File: config.mk
export PLATFORM = sky130hd
export DESIGN_NAME = daq_flash_arbiter
export DESIGN_NICKNAME = d
export VERILOG_FILES = /design/src/rtl/daq_pkg.sv /design/src/rtl/daq_rr_arbiter.sv /design/src/rtl/daq_flash_arbiter.sv
export SDC_FILE = /design/constraint.sdc
export NUM_CORES = 1
export LEC_CHECK = 0
export BUFFER_PORTS_ARGS = -buffer_cell sky130_fd_sc_hd__buf_2
export CAP_MARGIN = 10
export CORE_MARGIN = 4
export CORE_UTILIZATION = 54
export DETAILED_ROUTE_END_ITERATION = 16
export GPL_ROUTABILITY_DRIVEN = 0
export PLACE_DENSITY_LB_ADDON = 0.05
export SYNTH_ARGS = -nofsm -noshare
export SYNTH_HDL_FRONTEND = slang
export SYNTH_SLANG_ARGS = --single-unit
export TNS_END_PERCENT = 100
File: constraint.sdc
create_clock -name clk -period 6.1 [get_ports clk]
set_input_delay 0.305 -clock clk [delete_from_list [all_inputs] [get_ports clk]]
set_output_delay 0.305 -clock clk [all_outputs]
set_load 0.01 [all_outputs]
File: src/rtl/daq_pkg.sv
// Shared types for the DAQ flash logger: controller state encoding and
// the prio_mode values understood by the channel arbiter.
package daq_pkg;

    typedef enum logic [1:0] {
        ST_IDLE,
        ST_ARB,
        ST_LOAD,
        ST_XFER
    } state_e;

    localparam logic PRIO_RR    = 1'b0;
    localparam logic PRIO_FIXED = 1'b1;

endpackage

File: src/rtl/daq_rr_arbiter.sv
// Combinational channel picker: round-robin starting after last_grant_i,
// or fixed priority where the lowest requesting index wins.
module daq_rr_arbiter
    import daq_pkg::*;
#(
    parameter int CH_COUNT = 4
) (
    input  logic [CH_COUNT-1:0]         req_i,
    input  logic [$clog2(CH_COUNT)-1:0] last_grant_i,
    input  logic                        mode_i,
    output logic [CH_COUNT-1:0]         gnt_o,
    output logic [$clog2(CH_COUNT)-1:0] idx_o
);

    localparam int IW = $clog2(CH_COUNT);

    int   cand;
    logic found;

    // Walk candidates in search order; the first requester seen wins.
    always_comb begin
        gnt_o = '0;
        idx_o = '0;
        found = 1'b0;
        cand  = 0;
        for (int i = 0; i < CH_COUNT; i++) begin
            if (mode_i == PRIO_FIXED) begin
                cand = i;
            end else begin
                cand = (int'(last_grant_i) + 1 + i) % CH_COUNT;
            end
            if (!found && req_i[cand]) begin
                found       = 1'b1;
                gnt_o[cand] = 1'b1;
                idx_o       = IW'(cand);
            end
        end
    end

endmodule

File: src/rtl/daq_flash_arbiter.sv
// Drains per-channel sensor FIFOs in bursts into a linear flash log window,
// one handshaken write per popped word.
module daq_flash_arbiter
    import daq_pkg::*;
#(
    parameter int                    CH_COUNT   = 4,
    parameter int                    DATA_WIDTH = 16,
    parameter int                    ADDR_WIDTH = 24,
    parameter int                    BURST_MAX  = 8,
    parameter logic [ADDR_WIDTH-1:0] ADDR_BASE  = '0,
    parameter logic [ADDR_WIDTH-1:0] ADDR_LIMIT = '1
) (
    input  logic                           clk,
    input  logic                           rst,
    input  logic                           start,
    input  logic                           stop,
    input  logic                           addr_clr,
    input  logic                           prio_mode,
    input  logic                           wrap_en,
    input  logic [$clog2(BURST_MAX+1)-1:0] burst_len,
    input  logic [CH_COUNT-1:0]            fifo_empty,
    input  logic [CH_COUNT*DATA_WIDTH-1:0] fifo_data,
    output logic [CH_COUNT-1:0]            fifo_rd,
    output logic                           flash_wr_valid,
    input  logic                           flash_wr_ready,
    output logic [DATA_WIDTH-1:0]          flash_wr_data,
    output logic [ADDR_WIDTH-1:0]          flash_wr_addr,
    output logic [$clog2(CH_COUNT)-1:0]    flash_wr_ch,
    output logic                           busy,
    output logic                           done,
    output logic                           wrap,
    output logic                           mem_full
);

    localparam int BW = $clog2(BURST_MAX+1);
    localparam int IW = $clog2(CH_COUNT);

    state_e                state_q, state_d;
    logic [ADDR_WIDTH-1:0] addr_q, addr_d;
    logic [IW-1:0]         last_q, last_d;
    logic [IW-1:0]         grant_q, grant_d;
    logic [CH_COUNT-1:0]   gnt_q, gnt_d;
    logic [BW-1:0]         beat_q, beat_d;
    logic [DATA_WIDTH-1:0] data_q, data_d;
    logic                  stop_q, stop_d;
    logic                  full_q, full_d;
    logic                  done_q, done_d;
    logic                  wrap_q, wrap_d;

    logic [CH_COUNT-1:0]   arb_gnt;
    logic [IW-1:0]         arb_idx;
    logic [BW-1:0]         burst_eff;

    daq_rr_arbiter #(.CH_COUNT(CH_COUNT)) u_arb (
        .req_i        (~fifo_empty),
        .last_grant_i (last_q),
        .mode_i       (prio_mode),
        .gnt_o        (arb_gnt),
        .idx_o        (arb_idx)
    );

    always_comb begin
        if (burst_len == '0) begin
            burst_eff = BW'(1);
        end else if (burst_len > BW'(BURST_MAX)) begin
            burst_eff = BW'(BURST_MAX);
        end else begin
            burst_eff = burst_len;
        end
    end

    always_comb begin
        state_d = state_q;
        addr_d  = addr_q;
        last_d  = last_q;
        grant_d = grant_q;
        gnt_d   = gnt_q;
        beat_d  = beat_q;
        data_d  = data_q;
        stop_d  = stop_q;
        full_d  = full_q;
        done_d  = 1'b0;
        wrap_d  = 1'b0;
        if (state_q != ST_IDLE && stop) begin
            stop_d = 1'b1;
        end
        case (state_q)
            ST_IDLE: begin
                // addr_clr is applied before start so a combined pulse restarts a full log.
                if (addr_clr) begin
                    addr_d = ADDR_BASE;
                    full_d = 1'b0;
                end
                if (start) begin
                    if (full_d) begin
                        done_d = 1'b1;
                    end else begin
                        state_d = ST_ARB;
                    end
                end
            end
            ST_ARB: begin
                if (stop_d || (&fifo_empty)) begin
                    state_d = ST_IDLE;
                    done_d  = 1'b1;
                    stop_d  = 1'b0;
                end else begin
                    grant_d = arb_idx;
                    gnt_d   = arb_gnt;
                    last_d  = arb_idx;
                    beat_d  = '0;
                    state_d = ST_LOAD;
                end
            end
            ST_LOAD: begin
                data_d  = fifo_data[int'(grant_q)*DATA_WIDTH +: DATA_WIDTH];
                state_d = ST_XFER;
            end
            ST_XFER: begin
                if (flash_wr_ready) begin
                    beat_d = beat_q + BW'(1);
                    if (addr_q == ADDR_LIMIT && !wrap_en) begin
                        full_d  = 1'b1;
                        done_d  = 1'b1;
                        stop_d  = 1'b0;
                        state_d = ST_IDLE;
                    end else begin
                        if (addr_q == ADDR_LIMIT) begin
                            addr_d = ADDR_BASE;
                            wrap_d = 1'b1;
                        end else begin
                            addr_d = addr_q + ADDR_WIDTH'(1);
                        end
                        // The empty flag here already reflects the pop issued in LOAD.
                        if (beat_d == burst_eff || fifo_empty[grant_q] || stop_d) begin
                            state_d = ST_ARB;
                        end else begin
                            state_d = ST_LOAD;
                        end
                    end
                end
            end
            default: state_d = ST_IDLE;
        endcase
    end

    always_ff @(posedge clk or posedge rst) begin
        if (rst) begin
            state_q <= ST_IDLE;
            addr_q  <= ADDR_BASE;
            last_q  <= IW'(CH_COUNT-1);
            grant_q <= '0;
            gnt_q   <= '0;
            beat_q  <= '0;
            data_q  <= '0;
            stop_q  <= 1'b0;
            full_q  <= 1'b0;
            done_q  <= 1'b0;
            wrap_q  <= 1'b0;
        end else begin
            state_q <= state_d;
            addr_q  <= addr_d;
            last_q  <= last_d;
            grant_q <= grant_d;
            gnt_q   <= gnt_d;
            beat_q  <= beat_d;
            data_q  <= data_d;
            stop_q  <= stop_d;
            full_q  <= full_d;
            done_q  <= done_d;
            wrap_q  <= wrap_d;
        end
    end

    assign busy           = (state_q != ST_IDLE);
    assign flash_wr_valid = (state_q == ST_XFER);
    assign fifo_rd        = (state_q == ST_LOAD) ? gnt_q : '0;
    assign flash_wr_data  = data_q;
    assign flash_wr_addr  = addr_q;
    assign flash_wr_ch    = grant_q;
    assign done           = done_q;
    assign wrap           = wrap_q;
    assign mem_full       = full_q;

endmodule

; ---- After elaboration in Yosys (flattened, before gate mapping)
; Cells that the tools add are included.
[word_totals]
register_bits = 58
input_bits = 80
out_inout_bits = 51
wordCells = 155
[op_classes]
addsub = 6
n_lt_le_gt_ge = 10
eq_ne = 12
shift = 1
n_mux = 75
bitwise_logic = 9
reduce_logical = 31
[ops]
columns = operator, count
row1 = "32-bit by 1-bit >= comparator with 1-bit output, second input constant", 4
row2 = "32-bit by 4-bit < comparator with 1-bit output, second input constant", 4
row3 = 32-bit two-way mux, 4
row4 = 24-bit two-way mux, 4
row5 = "32-bit by 3-bit adder with 32-bit output, second input constant", 2
row6 = 64-bit by 7-bit indexed part select with 16-bit output, 1
row7 = 24-bit one-hot mux with 2 select lines, 1
row8 = 4-bit two-way mux, 9
row9 = 1-bit two-way mux, 33
row10 = "32-bit by 2-bit adder with 32-bit output, second input constant", 1
row11 = "24-bit by 1-bit adder with 24-bit output, second input constant", 1
row12 = "24-bit equality test, second input constant", 1
row13 = 2-bit two-way mux, 10
row14 = 4-bit OR, 3
row15 = 1-bit binary-select mux with 2-bit select, 5
row16 = "2-bit != test, second input constant", 5
row17 = 1-bit logical AND, 9
row18 = 3-bit AND reduction, 3
row19 = 1-bit demux with 2-bit select, 4
row20 = 2-bit one-hot mux with 4 select lines, 1
row21 = 4-bit one-hot mux with 2 select lines, 1
row22 = 4-bit AND reduction, 2
row23 = 2-bit OR reduction, 4
row24 = 2-bit nonzero test, 3
row25 = 19 further kinds, 29

; ---- Depth between registers and ports, before layout
[depth]
ltp_word = 17
ltp_mapped = 8
ltp_nobuf = 7

; ---- Modules after synthesis
; Synthesis repeated with hierarchy kept, for this count alone.
[hier_totals]
cells_unflattened = 374
area_unflattened_um2 = 3726.1
[modules_own_cells]
columns = module, instances, cells_each, area_each_um2, seq_area_each_um2
row1 = daq_flash_arbiter, 1, 311, 3313.2, 1453.9
row2 = daq_rr_arbiter, 1, 63, 412.9, 0.0

; ---- Worst setup path after synthesis
; OpenSTA, ideal clock, no wires.
[synth_timing]
path_type = reg-to-reg
from = reg last_q[1]
to = reg gnt_q[3]
setup_ns = 0.078
t_arrival_ns = 1.981
required_time_ns = 6.022
slack_ns = 4.041
path_stages_with_launch = 8
path_buffers = 1
synth_period_minus_slack_ns = 2.059
path_cell_list = dfstp_2 -> buf_2 -> or4b_2 -> o211ai_1 -> o221ai_1 -> mux2i_1 -> a21oi_1 -> a21oi_1
[synth_between]
elab_chain_cells = 15
word_cells_on_any_way = 64
cone_classes = add/sub (4) / order compare (8) / mux (31) / bitwise (7) / reduce/logical (14)
[synth_rtl]
columns = item, line
row1 = start: declaration, daq_flash_arbiter.sv:40  ; logic [IW-1:0] last_q, last_d;
row2 = start signal: assignment, daq_flash_arbiter.sv:151  ; last_q <= IW'(CH_COUNT-1);
row3 = start signal: assignment, daq_flash_arbiter.sv:163  ; last_q <= last_d;
row4 = 2-bit by 1-bit adder with 3-bit output *, daq_rr_arbiter.sv:30  ; cand = (int'(last_grant_i) + 1 + i) % CH_COUNT;
row5 = 32-bit by 2-bit adder with 32-bit output (tied with other cells), daq_rr_arbiter.sv:30
row6 = 2-bit OR reduction (no line) (tied with other cells), --
row7 = 1-bit bitwise AND (no line) (tied with other cells), --
row8 = 32-bit two-way mux (tied with other cells), daq_rr_arbiter.sv:27  ; if (mode_i == PRIO_FIXED) begin
row9 = 32-bit by 1-bit >= comparator with 1-bit output (not written as such) (tied with other cells), daq_rr_arbiter.sv:34  ; gnt_o[cand] = 1'b1;
row10 = 1-bit logical AND (not written as such) (tied with other cells), daq_rr_arbiter.sv:34
row11 = 1-bit two-way mux (not written as such) (tied with other cells), daq_rr_arbiter.sv:34
row12 = 1-bit demux with 2-bit select (tied with other cells), --
row13 = 4-bit OR (no line) or 1-bit zero test (tied branches), --
row14 = 4-bit two-way mux or 1-bit logical AND (tied branches), daq_rr_arbiter.sv:32  ; if (!found && req_i[cand]) begin
row15 = 4-bit OR (no line) or 1-bit two-way mux (tied branches), --
row16 = 4-bit two-way mux or 1-bit zero test (tied branches), daq_rr_arbiter.sv:32
row17 = 4-bit OR (no line) or 1-bit logical AND (tied branches), --
row18 = 4-bit two-way mux *, daq_rr_arbiter.sv:32
row19 = end signal: assignment, daq_flash_arbiter.sv:165  ; gnt_q <= gnt_d;
row20 = end: declaration, daq_flash_arbiter.sv:42  ; logic [CH_COUNT-1:0] gnt_q, gnt_d;
; Every way passes the cells marked *; elsewhere a longest branch is shown, timed or not. The select of a mux whose other input is x is not followed.
; A chain may end at the register's enable or synchronous reset.

; ---- Worst setup path after layout
[layout_timing]
from = reg addr_q[12] (netlist: flash_wr_addr[12])
to = reg addr_q[7] (netlist: flash_wr_addr[7])
[layout_between]
elab_chain_cells = 5
word_cells_on_any_way = 8
cone_classes = eq/ne (2) / mux (4) / reduce/logical (2)
[layout_rtl]
columns = item, line
row1 = start: declaration, daq_flash_arbiter.sv:39  ; logic [ADDR_WIDTH-1:0] addr_q, addr_d;
row2 = start signal: assignment, daq_flash_arbiter.sv:162  ; addr_q <= addr_d;
row3 = 24-bit equality test *, "daq_flash_arbiter.sv:122, daq_flash_arbiter.sv:128"
row4 = 24-bit two-way mux, daq_flash_arbiter.sv:128  ; if (addr_q == ADDR_LIMIT) begin
row5 = 24-bit two-way mux, daq_flash_arbiter.sv:122  ; if (addr_q == ADDR_LIMIT && !wrap_en) begin
row6 = 24-bit two-way mux, daq_flash_arbiter.sv:120  ; if (flash_wr_ready) begin
row7 = 24-bit one-hot mux with 2 select lines, daq_flash_arbiter.sv:87  ; case (state_q)
; Marks and branches as above.

==> flow_summary_export.csv <==
group,metric,value,unit
floorplan,die_h,90.93,microns
timing,hold_viol_final,0,
timing,slew_headroom,0.2782,
clock_network,htreeDepth,3,
placed_design,io_buffers,130,
min_path,hold_class,"input port to async pin",
logic_synthesis,ys_seq_area_frac,0.3915,
run_status,status,"complete, no violations",
logic_synthesis,synth_area_leaders,"dfrtp_1 38%, mux4_2 10%, mux2_2 5.5%, nand2_1 3.8%, nor2_1 3.6%",
floorplan,core_area,6495,sq um
finish,fillers,518,
floorplan,rows,29,
route,drtPass1Iterations,5,
route,drc,0,
floorplan,fp.dieW,90.93,microns
timing,setup_violations,0,
worst_setup_path,crit_chain,"nand4_1 -> nor4_2 -> a31oi_1 -> nor2_1 -> buf_4 -> o22ai_1 -> a21o_1",
grt,grt_pass1_wl,16350,microns
timing,fin_crit_sh,0.4051,
logic_synthesis,yosys.area.top_type,"dfrtp_1",
route,drtIter0Drc,232,
power_and_ir_drop,leakage,2.145,nW
placed_design,pre_cts_slack,3.712,ns
logic_synthesis,yosys.area.top_type_share,0.3774,
grt,grt_util_all_layers,0.2448,
logic_synthesis,synth-seq-cells,58,
floorplan,ioPinCount,131,
route,via_per_inst,5.981,
logic_synthesis,syn_nets,461,
grt,grt_max_degree,59,
clock_network,cts_buffer_depth,2,
worst_setup_path,crit_type,"flop to flop",
finish,drive_gt1_frac,0.3948,
timing,setup_ws,3.629,ns
logic_synthesis,synth_area,3714,sq um
grt,grt_pass1_vias,3334,
timing,skew,0.01412,ns
finish,final_common_cell,"buf_2",
placed_design,hpwl,7490,microns
finish,num_antenna_cells,0,
timing,maxSlewViolCount,0,
clock_network,numCtsBuffers,9,
placed_design,dpl_cell_area,4379,sq um
clock_network,clk_pin_slew,0.07,ns
worst_setup_path,cp-end-kind,"flop",
finish,area_delta_synth_final,23.52,%
worst_setup_path,crit_buf_inv,1,
logic_synthesis,yosysWarnings,0,
route,ant_nets,0,
worst_setup_path,critPathSlowestCell,"nor4_2",
worst_setup_path,crit_family,"simple AND/OR/NAND/NOR gates",
timing,fmaxAchievable,0.4047,GHz
clock_network,post_cts_buffers,0,
logic_synthesis,synth_cell_types,64,
logic_synthesis,avgSynthCellArea,9.798,sq um
run,drv_cap,0,
grt,antenna_found_initial,0,
clock_network,cts-root-buf,"clkbuf_8",
clock_network,cts_hold_buf,0,
timing,period_needed,2.471,ns
route,dr_total_vias,3475,
finish,layout_common_cells,"130 x buf_2, 56 x dfrtp_1, 38 x nand2_1",
logic_synthesis,synth_edf_count,0,
finish,fin_nets,581,
logic_synthesis,synthCells,379,
timing,timing.hold.ws,0.1533,ns
clock_network,cts_tree,"built",
worst_setup_path,worstSetupStartpointType,"flop",
timing,fin_setup_tns,0,ns
worst_setup_path,worstPathRequired,6.33,ns
clock_network,ctsResizeCount,0,
clock_network,clock_latency,0.34,ns
floorplan,initial_core_util,0.5718,
logic_synthesis,ys.flop_type,"dfrtp_1",
timing,worst_slew_pin_slew,1.083,ns
timing,rsz0062_at_grt,"no",
worst_setup_path,worstPathArrival,2.70,ns
clock_network,cts_sinks,58,
worst_setup_path,crit_path_max_fanout,10,
grt,grt.overflow.total,0,
power_and_ir_drop,pwr_density_cell,380.0,nW/um^2
power_and_ir_drop,p_total,0.001743,W
floorplan,die_area,8267,sq um
power_and_ir_drop,ir_worst_vdd,0.0002621,V
route,wire_per_inst,16.94,microns
worst_setup_path,max_stage_delay,0.50,ns
finish,final_cell_area,4587,sq um
route,wl,9841,microns
logic_synthesis,synthArstFlopShare,1.000,
-- per-stage QoR --
stage | utilization | instances
after floorplan | - | 379
after global placement | 0.6742 | 565
after detailed placement | 0.6742 | 565
after CTS | 0.7062 | 581
after global routing | 0.7062 | 581
final | 0.7062 | 581
-- flip-flops by register name (all words and copies together), names as in the netlist, 2 cells and up --
signal,count
flash_wr_addr,24
flash_wr_data,16
beat_q,4
gnt_q,4
flash_wr_ch,2
last_q,2
state_q,2
-- layout make-up --
class	count	area, sq um	share of cell area
timing repair buffer	132	665.6	0.1451
tap	77	96.34	0.02100
inverter	11	41.29	0.009002
clock buffer	14	172.7	0.03764
clock inverter	2	35.03	0.007638
multi-input combinational	287	2122	0.4626
sequential	58	1454	0.3170
-- cells in the mapped netlist, drive strengths merged, types with 2 or more instances --
cell type  number
dfrtp          56
nand2          38
nor2           36
o21ai          23
mux2           18
mux4           17
nand3          15
buf            13
xnor2          12
a21oi          11
inv            11
clkbuf         10
a31oi           9
nand4           9
nor3            9
xor2            8
and3            6
and2            5
or3             5
a21o            4
nor2b           4
or2             4
mux2i           3
nor3b           3
nor4            3
o211ai          3
o22ai           3
o31ai           3
or4             3
a211oi          2
a221oi          2
a311o           2
and4            2
dfstp           2
ha              2
nand2b          2
nor4b           2
o221ai          2
o41ai           2
or3b            2
-- worst reg2reg max path, stage by stage, from the launching register on --
cell,delay [ns]
dfrtp_1,0.47
nand4_1,0.25
nor4_2,0.50
a31oi_1,0.15
nor2_1,0.44
buf_4,0.28
o22ai_1,0.10
a21o_1,0.18
-- worst paths after layout --
| kind | from | endpoint | slack [ns] | cells after the start |
|---|---|---|---|---|
| max reg2reg | flash_wr_addr[12]$_DFFE_PP0P_ | flash_wr_addr[7]$_DFFE_PP0P_ | 3.63 | 7 |
| min | rst | flash_wr_addr[20]$_DFFE_PP0P_ | 0.15 | 3 |
| min reg2reg | gnt_q[2]$_DFFE_PP0P_ | gnt_q[2]$_DFFE_PP0P_ | 0.47 | 2 |
| max | flash_wr_addr[12]$_DFFE_PP0P_ | flash_wr_addr[7]$_DFFE_PP0P_ | 3.63 | 7 |
| min in group clk | flash_wr_ready | beat_q[1]$_DFFE_PP0P_ | 0.28 | 3 |
| max in group asynchronous | rst | state_q[1]$_DFFE_PP0P_ | 5.44 | 3 |
-- per-layer routing --
metal / vias to the layer above / global-route usage / share of wire
met5: - / 0 / 0
met4: 0 / 0.09799 / 0.021
met3: 21 / 0.04917 / 0.070
met2: 145 / 0.3746 / 0.48
met1: 1663 / 0.3427 / 0.43
li1: 1646 / - / -
-- power by group --
group | internal [W] | switching, W | total (W)
clock network | 0.000222 | 0.000149 | 0.000371
registers | 0.000499 | 0.000149 | 0.000648
logic | 0.000366 | 0.000357 | 0.000724
-- cells by family after synthesis --
kind of cell,Yosys count,synth area share
simple gates,152,0.2160
compound gates,75,0.1351
flops,58,0.3915
mux,38,0.1658
buf+inv,34,0.03774
xor+xnor,20,0.04717
fa+ha+maj,2,0.006737
Power figures use the tool's default switching activity.
